**src/rtl/dog_animator_pkg.sv**
```systemverilog
// Shared types and constants for the dog sprite: FSM states, frame indices,
// sprite size, and saturating 10-bit helpers.
package dog_pkg;

    typedef enum logic [3:0] {
        ST_IDLE,
        ST_WALK,
        ST_SNIFF,
        ST_JUMP_UP,
        ST_JUMP_DOWN,
        ST_HIDDEN,
        ST_RISE,
        ST_HOLD,
        ST_FALL
    } dog_state_t;

    localparam logic [4:0] FR_WALK0     = 5'd0;
    localparam logic [4:0] FR_WALK1     = 5'd1;
    localparam logic [4:0] FR_WALK2     = 5'd2;
    localparam logic [4:0] FR_WALK3     = 5'd3;
    localparam logic [4:0] FR_SNIFF0    = 5'd4;
    localparam logic [4:0] FR_SNIFF1    = 5'd5;
    localparam logic [4:0] FR_JUMP_UP   = 5'd6;
    localparam logic [4:0] FR_JUMP_DOWN = 5'd7;
    localparam logic [4:0] FR_HOLD      = 5'd8;
    localparam logic [4:0] FR_LAUGH0    = 5'd9;
    localparam logic [4:0] FR_LAUGH1    = 5'd10;

    localparam int DOG_W = 110;
    localparam int DOG_H = 86;

    function automatic logic [9:0] sat_add(input logic [9:0] a, input logic [9:0] b);
        logic [10:0] s;
        s = {1'b0, a} + {1'b0, b};
        return s[10] ? 10'h3ff : s[9:0];
    endfunction

    function automatic logic [9:0] sat_sub(input logic [9:0] a, input logic [9:0] b);
        return (a < b) ? 10'd0 : a - b;
    endfunction

endpackage

```
**src/rtl/dog_animator_if.sv**
```systemverilog
// Event inputs and sprite outputs of the dog animator.
interface dog_animator_if;
    logic       round_start;
    logic       duck_hit;
    logic       duck_escaped;
    logic [9:0] hit_x;
    logic [9:0] Dog_X;
    logic [9:0] Dog_Y;
    logic [4:0] Frame;
    logic       Dog_Hidden;
    logic       dog_done;

    modport master (output round_start, duck_hit, duck_escaped, hit_x,
                    input  Dog_X, Dog_Y, Frame, Dog_Hidden, dog_done);
    modport slave  (input  round_start, duck_hit, duck_escaped, hit_x,
                    output Dog_X, Dog_Y, Frame, Dog_Hidden, dog_done);
endinterface

```
**src/rtl/dog_animator_frame_tick_sync.sv**
```systemverilog
// Brings the vsync-rate frame_clk into the Clk domain and emits a one-Clk
// tick per rising edge.
module frame_tick_sync (
    input  logic Clk,
    input  logic Reset,
    input  logic frame_clk,
    output logic tick
);
    // [1:0] is the synchroniser, [2] the edge-detect delay
    logic [2:0] sync;

    always_ff @(posedge Clk or negedge Reset) begin
        if (!Reset) sync <= '0;
        else        sync <= {sync[1:0], frame_clk};
    end

    assign tick = sync[1] & ~sync[2];
endmodule

```
**src/rtl/dog_animator.sv**
```systemverilog
// Dog sprite sequencer: intro walk/sniff/jump, then a pop-up per duck outcome,
// with all motion paced by the frame-rate tick.
module dog_animator
    import dog_pkg::*;
#(
    parameter logic [9:0] WALK_START_X = 10'd0,
    parameter logic [9:0] WALK_END_X   = 10'd260,
    parameter logic [9:0] GROUND_Y     = 10'd340,
    parameter logic [9:0] GRASS_Y      = 10'd380,
    parameter logic [9:0] JUMP_PEAK_Y  = 10'd250,
    parameter logic [9:0] POP_Y        = 10'd300,
    parameter int         WALK_STEP    = 2,
    parameter int         JUMP_STEP    = 3,
    parameter int         POP_STEP     = 2,
    parameter int         ANIM_DIV     = 6,
    parameter int         SNIFF_TICKS  = 60,
    parameter int         HOLD_TICKS   = 45,
    parameter logic [9:0] MAX_X        = 10'd530
) (
    input  logic           Clk,
    input  logic           Reset,
    input  logic           frame_clk,
    dog_animator_if.slave  bus
);
    localparam logic [7:0] ANIM_LAST  = 8'(ANIM_DIV - 1);
    localparam logic [7:0] SNIFF_LAST = 8'(SNIFF_TICKS - 1);
    localparam logic [7:0] HOLD_LAST  = 8'(HOLD_TICKS - 1);

    dog_state_t state;
    logic [9:0] x, y, pend_x;
    logic [4:0] frame;
    logic       hidden, done, pend_vld, pend_hit, tick;
    logic [7:0] anim_cnt, hold_cnt;
    logic       anim_wrap;
    logic [9:0] x_walk, y_jup, y_jdn, y_pup, y_pdn;

    frame_tick_sync u_sync (.Clk(Clk), .Reset(Reset), .frame_clk(frame_clk), .tick(tick));

    assign anim_wrap = (anim_cnt == ANIM_LAST);
    assign x_walk    = sat_add(x, 10'(WALK_STEP));
    assign y_jup     = sat_sub(y, 10'(JUMP_STEP));
    assign y_jdn     = sat_add(y, 10'(JUMP_STEP));
    assign y_pup     = sat_sub(y, 10'(POP_STEP));
    assign y_pdn     = sat_add(y, 10'(POP_STEP));

    always_ff @(posedge Clk or negedge Reset) begin
        if (!Reset) begin
            state    <= ST_IDLE;
            x        <= WALK_START_X;
            y        <= GROUND_Y;
            frame    <= FR_WALK0;
            hidden   <= 1'b0;
            done     <= 1'b0;
            pend_vld <= 1'b0;
            pend_hit <= 1'b0;
            pend_x   <= '0;
            anim_cnt <= '0;
            hold_cnt <= '0;
        end else begin
            done <= 1'b0;
            // single-entry buffer; the hit wins a same-cycle tie
            if (!pend_vld && (bus.duck_hit || bus.duck_escaped)) begin
                pend_vld <= 1'b1;
                pend_hit <= bus.duck_hit;
                pend_x   <= bus.hit_x;
            end
            if (bus.round_start) begin
                state    <= ST_WALK;
                x        <= WALK_START_X;
                y        <= GROUND_Y;
                frame    <= FR_WALK0;
                hidden   <= 1'b0;
                pend_vld <= 1'b0;
                anim_cnt <= '0;
                hold_cnt <= '0;
            end else if (state == ST_HIDDEN && pend_vld) begin
                x        <= (pend_x > MAX_X) ? MAX_X : pend_x;
                hidden   <= 1'b0;
                frame    <= pend_hit ? FR_HOLD : FR_LAUGH0;
                pend_vld <= 1'b0;
                anim_cnt <= '0;
                state    <= ST_RISE;
            end else if (tick) begin
                anim_cnt <= anim_wrap ? '0 : anim_cnt + 8'd1;
                case (state)
                    ST_IDLE: ;
                    ST_WALK: begin
                        if (x_walk >= WALK_END_X) begin
                            x        <= WALK_END_X;
                            frame    <= FR_SNIFF0;
                            anim_cnt <= '0;
                            hold_cnt <= '0;
                            state    <= ST_SNIFF;
                        end else begin
                            x <= x_walk;
                            if (anim_wrap) frame <= (frame == FR_WALK3) ? FR_WALK0 : frame + 5'd1;
                        end
                    end
                    ST_SNIFF: begin
                        if (hold_cnt == SNIFF_LAST) begin
                            frame    <= FR_JUMP_UP;
                            anim_cnt <= '0;
                            state    <= ST_JUMP_UP;
                        end else begin
                            hold_cnt <= hold_cnt + 8'd1;
                            if (anim_wrap) frame <= (frame == FR_SNIFF0) ? FR_SNIFF1 : FR_SNIFF0;
                        end
                    end
                    ST_JUMP_UP: begin
                        if (y_jup <= JUMP_PEAK_Y) begin
                            y        <= JUMP_PEAK_Y;
                            frame    <= FR_JUMP_DOWN;
                            anim_cnt <= '0;
                            state    <= ST_JUMP_DOWN;
                        end else y <= y_jup;
                    end
                    ST_JUMP_DOWN: begin
                        if (y_jdn >= GRASS_Y) begin
                            y        <= GRASS_Y;
                            hidden   <= 1'b1;
                            anim_cnt <= '0;
                            state    <= ST_HIDDEN;
                        end else y <= y_jdn;
                    end
                    ST_HIDDEN: y <= GRASS_Y;
                    ST_RISE: begin
                        if (y_pup <= POP_Y) begin
                            y        <= POP_Y;
                            anim_cnt <= '0;
                            hold_cnt <= '0;
                            state    <= ST_HOLD;
                        end else y <= y_pup;
                    end
                    ST_HOLD: begin
                        if (hold_cnt == HOLD_LAST) begin
                            anim_cnt <= '0;
                            state    <= ST_FALL;
                        end else begin
                            hold_cnt <= hold_cnt + 8'd1;
                            // only the laugh animates; the held duck is a still frame
                            if (anim_wrap && frame != FR_HOLD)
                                frame <= (frame == FR_LAUGH0) ? FR_LAUGH1 : FR_LAUGH0;
                        end
                    end
                    ST_FALL: begin
                        if (y_pdn >= GRASS_Y) begin
                            y        <= GRASS_Y;
                            hidden   <= 1'b1;
                            done     <= 1'b1;
                            anim_cnt <= '0;
                            state    <= ST_HIDDEN;
                        end else y <= y_pdn;
                    end
                    default: state <= ST_IDLE;
                endcase
            end
        end
    end

    assign bus.Dog_X      = x;
    assign bus.Dog_Y      = y;
    assign bus.Frame      = frame;
    assign bus.Dog_Hidden = hidden;
    assign bus.dog_done   = done;
endmodule

```
**src/flat_wrapper.sv**
```systemverilog
// flat-port wrapper written by rule: the top's interface ports become plain ports
module dog_animator_flat import dog_pkg::*;
#(
    parameter logic [9:0] WALK_START_X = 10'd0,
    parameter logic [9:0] WALK_END_X   = 10'd260,
    parameter logic [9:0] GROUND_Y     = 10'd340,
    parameter logic [9:0] GRASS_Y      = 10'd380,
    parameter logic [9:0] JUMP_PEAK_Y  = 10'd250,
    parameter logic [9:0] POP_Y        = 10'd300,
    parameter int         WALK_STEP    = 2,
    parameter int         JUMP_STEP    = 3,
    parameter int         POP_STEP     = 2,
    parameter int         ANIM_DIV     = 6,
    parameter int         SNIFF_TICKS  = 60,
    parameter int         HOLD_TICKS   = 45,
    parameter logic [9:0] MAX_X        = 10'd530
)
  (Clk, Reset, frame_clk, bus_round_start, bus_duck_hit, bus_duck_escaped, bus_hit_x, bus_Dog_X, bus_Dog_Y, bus_Frame, bus_Dog_Hidden, bus_dog_done);
  dog_animator_if bus_i ();
  input  logic Clk;
  input  logic Reset;
  input  logic frame_clk;
  input wire logic [$bits(bus_i.round_start)-1:0] bus_round_start;
  input wire logic [$bits(bus_i.duck_hit)-1:0] bus_duck_hit;
  input wire logic [$bits(bus_i.duck_escaped)-1:0] bus_duck_escaped;
  input wire logic [$bits(bus_i.hit_x)-1:0] bus_hit_x;
  output wire logic [$bits(bus_i.Dog_X)-1:0] bus_Dog_X;
  output wire logic [$bits(bus_i.Dog_Y)-1:0] bus_Dog_Y;
  output wire logic [$bits(bus_i.Frame)-1:0] bus_Frame;
  output wire logic [$bits(bus_i.Dog_Hidden)-1:0] bus_Dog_Hidden;
  output wire logic [$bits(bus_i.dog_done)-1:0] bus_dog_done;
  assign bus_i.round_start = bus_round_start;
  assign bus_i.duck_hit = bus_duck_hit;
  assign bus_i.duck_escaped = bus_duck_escaped;
  assign bus_i.hit_x = bus_hit_x;
  assign bus_Dog_X = bus_i.Dog_X;
  assign bus_Dog_Y = bus_i.Dog_Y;
  assign bus_Frame = bus_i.Frame;
  assign bus_Dog_Hidden = bus_i.Dog_Hidden;
  assign bus_dog_done = bus_i.dog_done;
  dog_animator #(.WALK_START_X(WALK_START_X), .WALK_END_X(WALK_END_X), .GROUND_Y(GROUND_Y), .GRASS_Y(GRASS_Y), .JUMP_PEAK_Y(JUMP_PEAK_Y), .POP_Y(POP_Y), .WALK_STEP(WALK_STEP), .JUMP_STEP(JUMP_STEP), .POP_STEP(POP_STEP), .ANIM_DIV(ANIM_DIV), .SNIFF_TICKS(SNIFF_TICKS), .HOLD_TICKS(HOLD_TICKS), .MAX_X(MAX_X)) u_core (.Clk(Clk), .Reset(Reset), .frame_clk(frame_clk), .bus(bus_i));
endmodule
```
**config.mk**
```make
export PLATFORM = sky130hd
export DESIGN_NAME = dog_animator_flat
export DESIGN_NICKNAME = d
export VERILOG_FILES = /design/src/rtl/dog_animator_pkg.sv /design/src/rtl/dog_animator_if.sv /design/src/rtl/dog_animator_frame_tick_sync.sv /design/src/rtl/dog_animator.sv /design/src/flat_wrapper.sv
export SDC_FILE = /design/constraint.sdc
export NUM_CORES = 1
export LEC_CHECK = 0
export BUFFER_PORTS_ARGS = -buffer_cell sky130_fd_sc_hd__buf_2
export CORE_MARGIN = 2
export CORE_UTILIZATION = 55
export CTS_BUF_LIST = sky130_fd_sc_hd__clkbuf_8 sky130_fd_sc_hd__clkbuf_16
export DETAILED_ROUTE_END_ITERATION = 10
export PLACE_DENSITY = 0.74
export SETUP_SLACK_MARGIN = 0.05
export SLEW_MARGIN = 25
export SYNTH_ARGS = -nofsm -noshare
export SYNTH_HDL_FRONTEND = slang
export SYNTH_SLANG_ARGS = --single-unit
export TNS_END_PERCENT = 10
```
**constraint.sdc**
```tcl
create_clock -name Clk -period 7.78 [get_ports Clk]
set_input_delay 1.945 -clock Clk [delete_from_list [all_inputs] [get_ports Clk]]
set_output_delay 1.945 -clock Clk [all_outputs]
set_load 0.005 [all_outputs]
```
---- Yosys cells after proc, flatten, opt, wreduce, memory -nomap -nowiden ----
Cells that the tools add are included.
word-level totals
  bits in read-only memories .............. 0
  input port bits ......................... 16
  output and inout bits ................... 27
  register bits ........................... 62
  memory bits (writable) .................. 0
  latch bits .............................. 0
  memories ................................ 0
operators by class
  multiplexer cells ....................... 79
  magnitude comparators ................... 8
  bitwise operators ....................... 2
  add/sub/neg operators ................... 8
  multiply operators ...................... 0
  shift operators ......................... 0
  reduce and logical (&&, ||, !) cells .... 21
  div/mod/pow operators ................... 0
  equality and inequality tests ........... 32
operators by type and width
  kind                     number
  $mux W10                 18
  $mux W8                  18
  $pmux W8 S7              1
  $mux W5                  11
  $pmux W10 S5             1
  $mux W4                  10
  $add A10 B2 Y11 const B  3
  $ne A4 B2 Y1 const B     8
  $pmux W4 S8              1
  $pmux W8 S4              1
  $ge A10 B9 Y1 const B    3
  $lt A10 B2 Y1 const B    2
  $pmux W5 S4              1
  $sub A10 B2 Y10 const B  2
  $add A8 B1 Y8 const B    2
  $eq A4 B3 Y1 const B     4
  $eq A8 B6 Y1 const B     2
  $mux W1                  15
  $reduce_and A7 Y1        2
  $reduce_bool A6 Y1       2
  $gt A10 B10 Y1 const B   1
  $le A10 B8 Y1 const B    1
  $le A10 B9 Y1 const B    1
  $ne A5 B2 Y1 const B     2
  31 further kinds         38

---- Logic depth before layout (Yosys ltp) ----
  depth in word-level cells ............... 8
  depth in mapped cells ................... 12
  mapped depth without buffers ............ 10

---- By module ----
A second synthesis with hierarchy kept.
second synthesis, totals
  cell total of the unflattened synthesis .. 669
  area, all modules ....................... 5260.0 um^2
by module, submodules not included
  module           area each (um^2)  instances  sequential area each (um^2)  cells each
  dog_animator     5171.2            1          1481.4                       665
  frame_tick_sync  88.8              1          75.1                         4

---- Least setup slack after synthesis ----
OpenSTA, ideal clock, no wires.
  path type ............................... reg2reg
  start ................................... register u_core.y[2] (netlist: u_core.bus.Dog_Y[2])
  end ..................................... register u_core.state[1]
  slack ................................... 3911 ps
  cell stages (with the launch flop) ...... 13
  required time ........................... 7660 ps
  arrival time ............................ 3749 ps
  path through ............................ dfstp_2 -> clkbuf_1 -> clkbuf_1 -> inv_1 -> ha_1 -> or3b_2 -> o311ai_0 -> a222oi_1 -> o21ai_2 -> o31ai_2 -> or4_4 -> a32o_1 -> a41o_1
between the ends
  word-level cells in the longest chain between the ends .. 5
  elaborated cells on any way between the ends .. 19
  those cells by class .................... add/sub: 4; order compare: 6; eq/ne: 4; mux: 4; reduce/logical: 1
ends and longest elaborated chain
  what                                     line                                            RTL
  start: declaration                       dog_animator.sv:30                              logic [9:0] x, y, pend_x;
  start signal: assignment                 dog_animator.sv:115                             end else y <= y_jup;
  start signal: assignment                 dog_animator.sv:123                             end else y <= y_jdn;
  start signal: assignment                 dog_animator.sv:132                             end else y <= y_pup;
  $add A10 B2 Y11 (tied with other cells)  dog_animator_pkg.sv:34                          s = {1'b0, a} + {1'b0, b};
  $mux W10 (on tied branches)              dog_animator_pkg.sv:35, dog_animator_pkg.sv:39
  $ge A10 B9 Y1 (tied with other cells)    dog_animator.sv:146                             if (y_pdn >= GRASS_Y) begin
  $ne A4 B2 Y1 (no source line)            n/a
  $reduce_and A9 Y1 (no source line) (*)   n/a
  end signal: assignment                   dog_animator.sv:137                             state <= ST_FALL;
  end signal: assignment                   dog_animator.sv:151                             state <= ST_HIDDEN;
  end signal: assignment                   dog_animator.sv:154                             default: state <= ST_IDLE;
  end: declaration                         dog_animator.sv:29                              dog_state_t state;
Every way passes the cells marked *; elsewhere a longest branch is shown, timed or not.
A chain may end at the register's enable or synchronous reset.

---- Worst setup path in the final report ----
  start ................................... register u_core.y[1] (netlist: u_core.bus.Dog_Y[1])
  end ..................................... register u_core.anim_cnt[4]
between the ends
  word-level cells in the longest chain between the ends .. 8
  elaborated cells on any way between the ends .. 22
  those cells by class .................... add/sub: 4; order compare: 6; mux: 12
ends and longest elaborated chain
  what                                     line                                            RTL
  $add A10 B2 Y11 (tied with other cells)  dog_animator_pkg.sv:34
  $mux W10 (on tied branches)              dog_animator_pkg.sv:35, dog_animator_pkg.sv:39
  $ge A10 B9 Y1 (tied with other cells)    dog_animator.sv:146
  $mux W8 (on tied branches)               n/a
  $pmux W8 S7 (*)                          dog_animator.sv:85                              case (state)
  $mux W8 (*)                              dog_animator.sv:83                              end else if (tick) begin
  $mux W8 (*)                              dog_animator.sv:76                              end else if (state == ST_HIDDEN && pend_vld) begin
  $mux W8 (*)                              dog_animator.sv:67                              if (bus.round_start) begin
  end signal: assignment                   dog_animator.sv:84                              anim_cnt <= anim_wrap ? '0 : anim_cnt + 8'd1;
  end: declaration                         dog_animator.sv:33                              logic [7:0] anim_cnt, hold_cnt;
Every way passes the cells marked *; elsewhere a longest branch is shown, timed or not. The select of a mux whose other input is x is not followed.

==> results.md <==
- H-tree Lvls: 3
- Worst-Skew Late Latency: 340 ps
- Post-Route WL: 14.6 mm
- Cts bufs inserted: 9
- Rel. slew slack: 0.353
- Synth Area per Inst: 7.84 sq um
- Area grow syn2layout: 7.75%
- Power per cell area: 249 mW/mm^2
- Post-Syn Nets: 669
- Ys flop type: dfrtp_1
- Yosys reg bits: 62
- XOR/XNOR Fraction of Synth Area: 0.0297
- Met3 GRT Util: 0.0569
- FILL cells: 811
- Reg area: 0.00156 sq mm
- Slowest CP cell: o31ai_2
- Drt via density: 6.83
- Die area: 0.00988 sq mm
- Max Slew Vio Count: 0
- Core ar.: 0.00876 sq mm
- Initial detailed-routing violation count: 696
- Post-Synth Simple-Gate Area: 0.283
- Post-CTS resize count: 0
- Final worst slack: 3790 ps
- LEAKAGE: 2.21 nW
- Final hold violation count: 0
- Fin Setup TNS: 0 ps
- Post-synth EDFFs: 0
- Synth Area in Compound Gates: 0.258
- Main combinational cell family by area after synthesis: simple AND/OR/NAND/NOR gates
- Share of cells above drive strength 1: 0.140
- TritonCTS clock tree: done
- Slew @ Worst Pin: 958 ps
- First-pass GRT wire length: 23.8 mm
- Routed Antenna Nets: 0
- Largest net degree at the start of global routing: 63
- Status: complete, no violations
- Proportion of synthesized area in mux cells: 0.0460
- Highest Clock Rate: 0.250 GHz
- Syn. warnings: 0
- Mapped Cells: 639
- Drt pass-1 iters: 8
- Type of origin of the critical path: flip-flop
- FFs w/ async S/R, synth: 1.00
- Max clock buf depth: 2
- Fin cells: 771
- Mapped cell area: 0.00501 sq mm
- Max-Cap Viols: 0
- Total chip power: 1.34 mW
- Seq/Total Area, Yosys: 0.311
- Min cycle time layout: 3990 ps
- GR peak layer: met2
- Die width: 99.4 um
- Worst slack, placed: 3840 ps
- Synth Area in Adders: 0.0350
- Critical path endpoint category: flip-flop
- Worst Hold Depth: 0
- Commonest non-fill, non-tap cell in the layout: nor2_1
- Routed vias: 5264
- Vias in the first global route: 4801
- Worst vdd ir: 0.175 mV
- Class of the most critical setup path: flip-flop to flip-flop
- Sink Count: 62
- Arr. time, crit path: 4220 ps
- Hold Path Class: flip-flop to flip-flop
- Layout Cell Area excl Fill: 0.00540 sq mm
- Count of endpoints failing setup in the final report: 0
- Gpl congestion: 0.968
- IO Pins: 43
- Max FO, Critical Path: 13
- Fin crit share: 0.513
- Worst-path clk slew: 70 ps
- Root buffer cell: clkbuf_8
- Post-CTS setup buffers: 0
- Clock Skews: 8.19 ps
- Dpl hpwl: 10.5 mm
- Area of the multi-input gates: 0.00326 sq mm
- Unique masters post-synth: 70
- Cell Chain, Critical Path: ha_1 -> or4_1 -> nor2_1 -> mux2_2 -> a41oi_1 -> a21oi_1 -> o31ai_2 -> nor3_1 -> a211o_1
- Met2 Use GR: 0.451
- Placed Area: 0.00524 sq mm
- CP required: 8010 ps
- Initial Utilization: 0.571
- Inst Count DP: 756
- All-Layer GR Usage: 0.298
- Most frequent cells in the layout: nor2_1, nand2_1, dfrtp_1
- Die Y: 99.4 um
- Fin nets: 689
- Routed len/inst: 18.9 um
- Final global-route overflow total: 0
- DRC violations left: 0
- Port Buffers: 42
- Initial antenna violation count: 0
- RSZ-0062 raised after global routing: false
- CP max stage delay: 620 ps
- Met1 Usage GRT: 0.437
- N_diodes: 0
- Cell count of the worst reg-to-reg path: 9
- Hold_buf cts: 0
- FP Rows: 34
[layout make-up]
cell class,instances,area share
inverter,16,0.0111
clock inverter,6,0.00580
multi-input combinational,526,0.605
tap,108,0.0250
timing repair buffer,44,0.0417
sequential,62,0.288
clock buffer,9,0.0230
[logic make-up (layout without fill, tap and decap cells)]
kind of cell | count (synthesis) | after routing
flops | 62 | 62
compound gates | 195 | 195
xor+xnor | 17 | 17
fa+ha+maj | 14 | 14
buf+inv | 51 | 75
mux | 21 | 21
simple gates | 279 | 279
[cells in the mapped netlist, types with 14 or more instances]
| library cell | count | area [sq um] |
|---|---|---|
| a31oi_1 | 15 | 93.8 |
| clkbuf_1 | 31 | 116 |
| nor2b_1 | 16 | 100 |
| mux2_2 | 16 | 180 |
| o21ai_0 | 50 | 250 |
| nor2_1 | 66 | 248 |
| nor3_1 | 24 | 120 |
| dfrtp_1 | 58 | 1450 |
| inv_1 | 16 | 60.1 |
| ha_1 | 14 | 175 |
| a21oi_1 | 41 | 205 |
| nand2_1 | 64 | 240 |
| nand3_1 | 32 | 160 |
[path summary, 6_finish.rpt]
kind	endpoint	slack, ps	from
worst max-delay path	u_core.anim_cnt[4]	3790	u_core.bus.Dog_Y[1]
worst min-delay path	u_core.u_sync.sync[1]	350	u_core.u_sync.sync[0]
worst max register to register	u_core.anim_cnt[4]	3790	u_core.bus.Dog_Y[1]
worst min register to register	u_core.u_sync.sync[1]	350	u_core.u_sync.sync[0]
max in group asynchronous	u_core.pend_x[7]	5470	Reset
min in group asynchronous	u_core.bus.Dog_Y[7]	1790	Reset
[through the flow]
stage | util | hold WS (ps)
3_5_place_dp | 0.598 | 338
4_1_cts | 0.615 | 355
3_3_place_gp | 0.598 | 341
6_report | 0.616 | 354
2_1_floorplan | - | 331
5_1_grt | 0.616 | 368
[worst max-delay path: cells and delay by family (launching register included)]
family	cells	cell delay, ps
AOI/OAI and AO/OA	4	1640
and+or+nand+nor	3	970
DFF	1	520
muxes	1	390
adders and majority gates	1	360
[sequential cells by signal (all words and copies together) (netlist names)]
register / cells
u_core.pend_vld: 1
u_core.pend_hit: 1
u_core.pend_x: 10
u_core.hold_cnt: 8
u_core.bus.Frame: 5
u_core.bus.dog_done: 1
u_core.state: 4
u_core.bus.Dog_Y: 10
u_core.anim_cnt: 8
u_core.bus.Dog_X: 10
u_core.u_sync.sync: 3
u_core.bus.Dog_Hidden: 1
[metal layers]
layer  wire [um]  part of all wire  vias up
met2        6300              0.43      286
met4         299             0.021        0
met1        6590              0.45     2506
met5           0                 0        -
li1            -                 -     2438
met3        1380             0.095       34
[power breakdown]
group          leakage, nW  switching, mW  internal (mW)
combinational         1.33          0.352          0.247
sequential           0.798          0.131          0.377
clock               0.0858          0.128          0.110
total                 2.21          0.610          0.735
No activity file was read; power rests on OpenSTA's default activity.
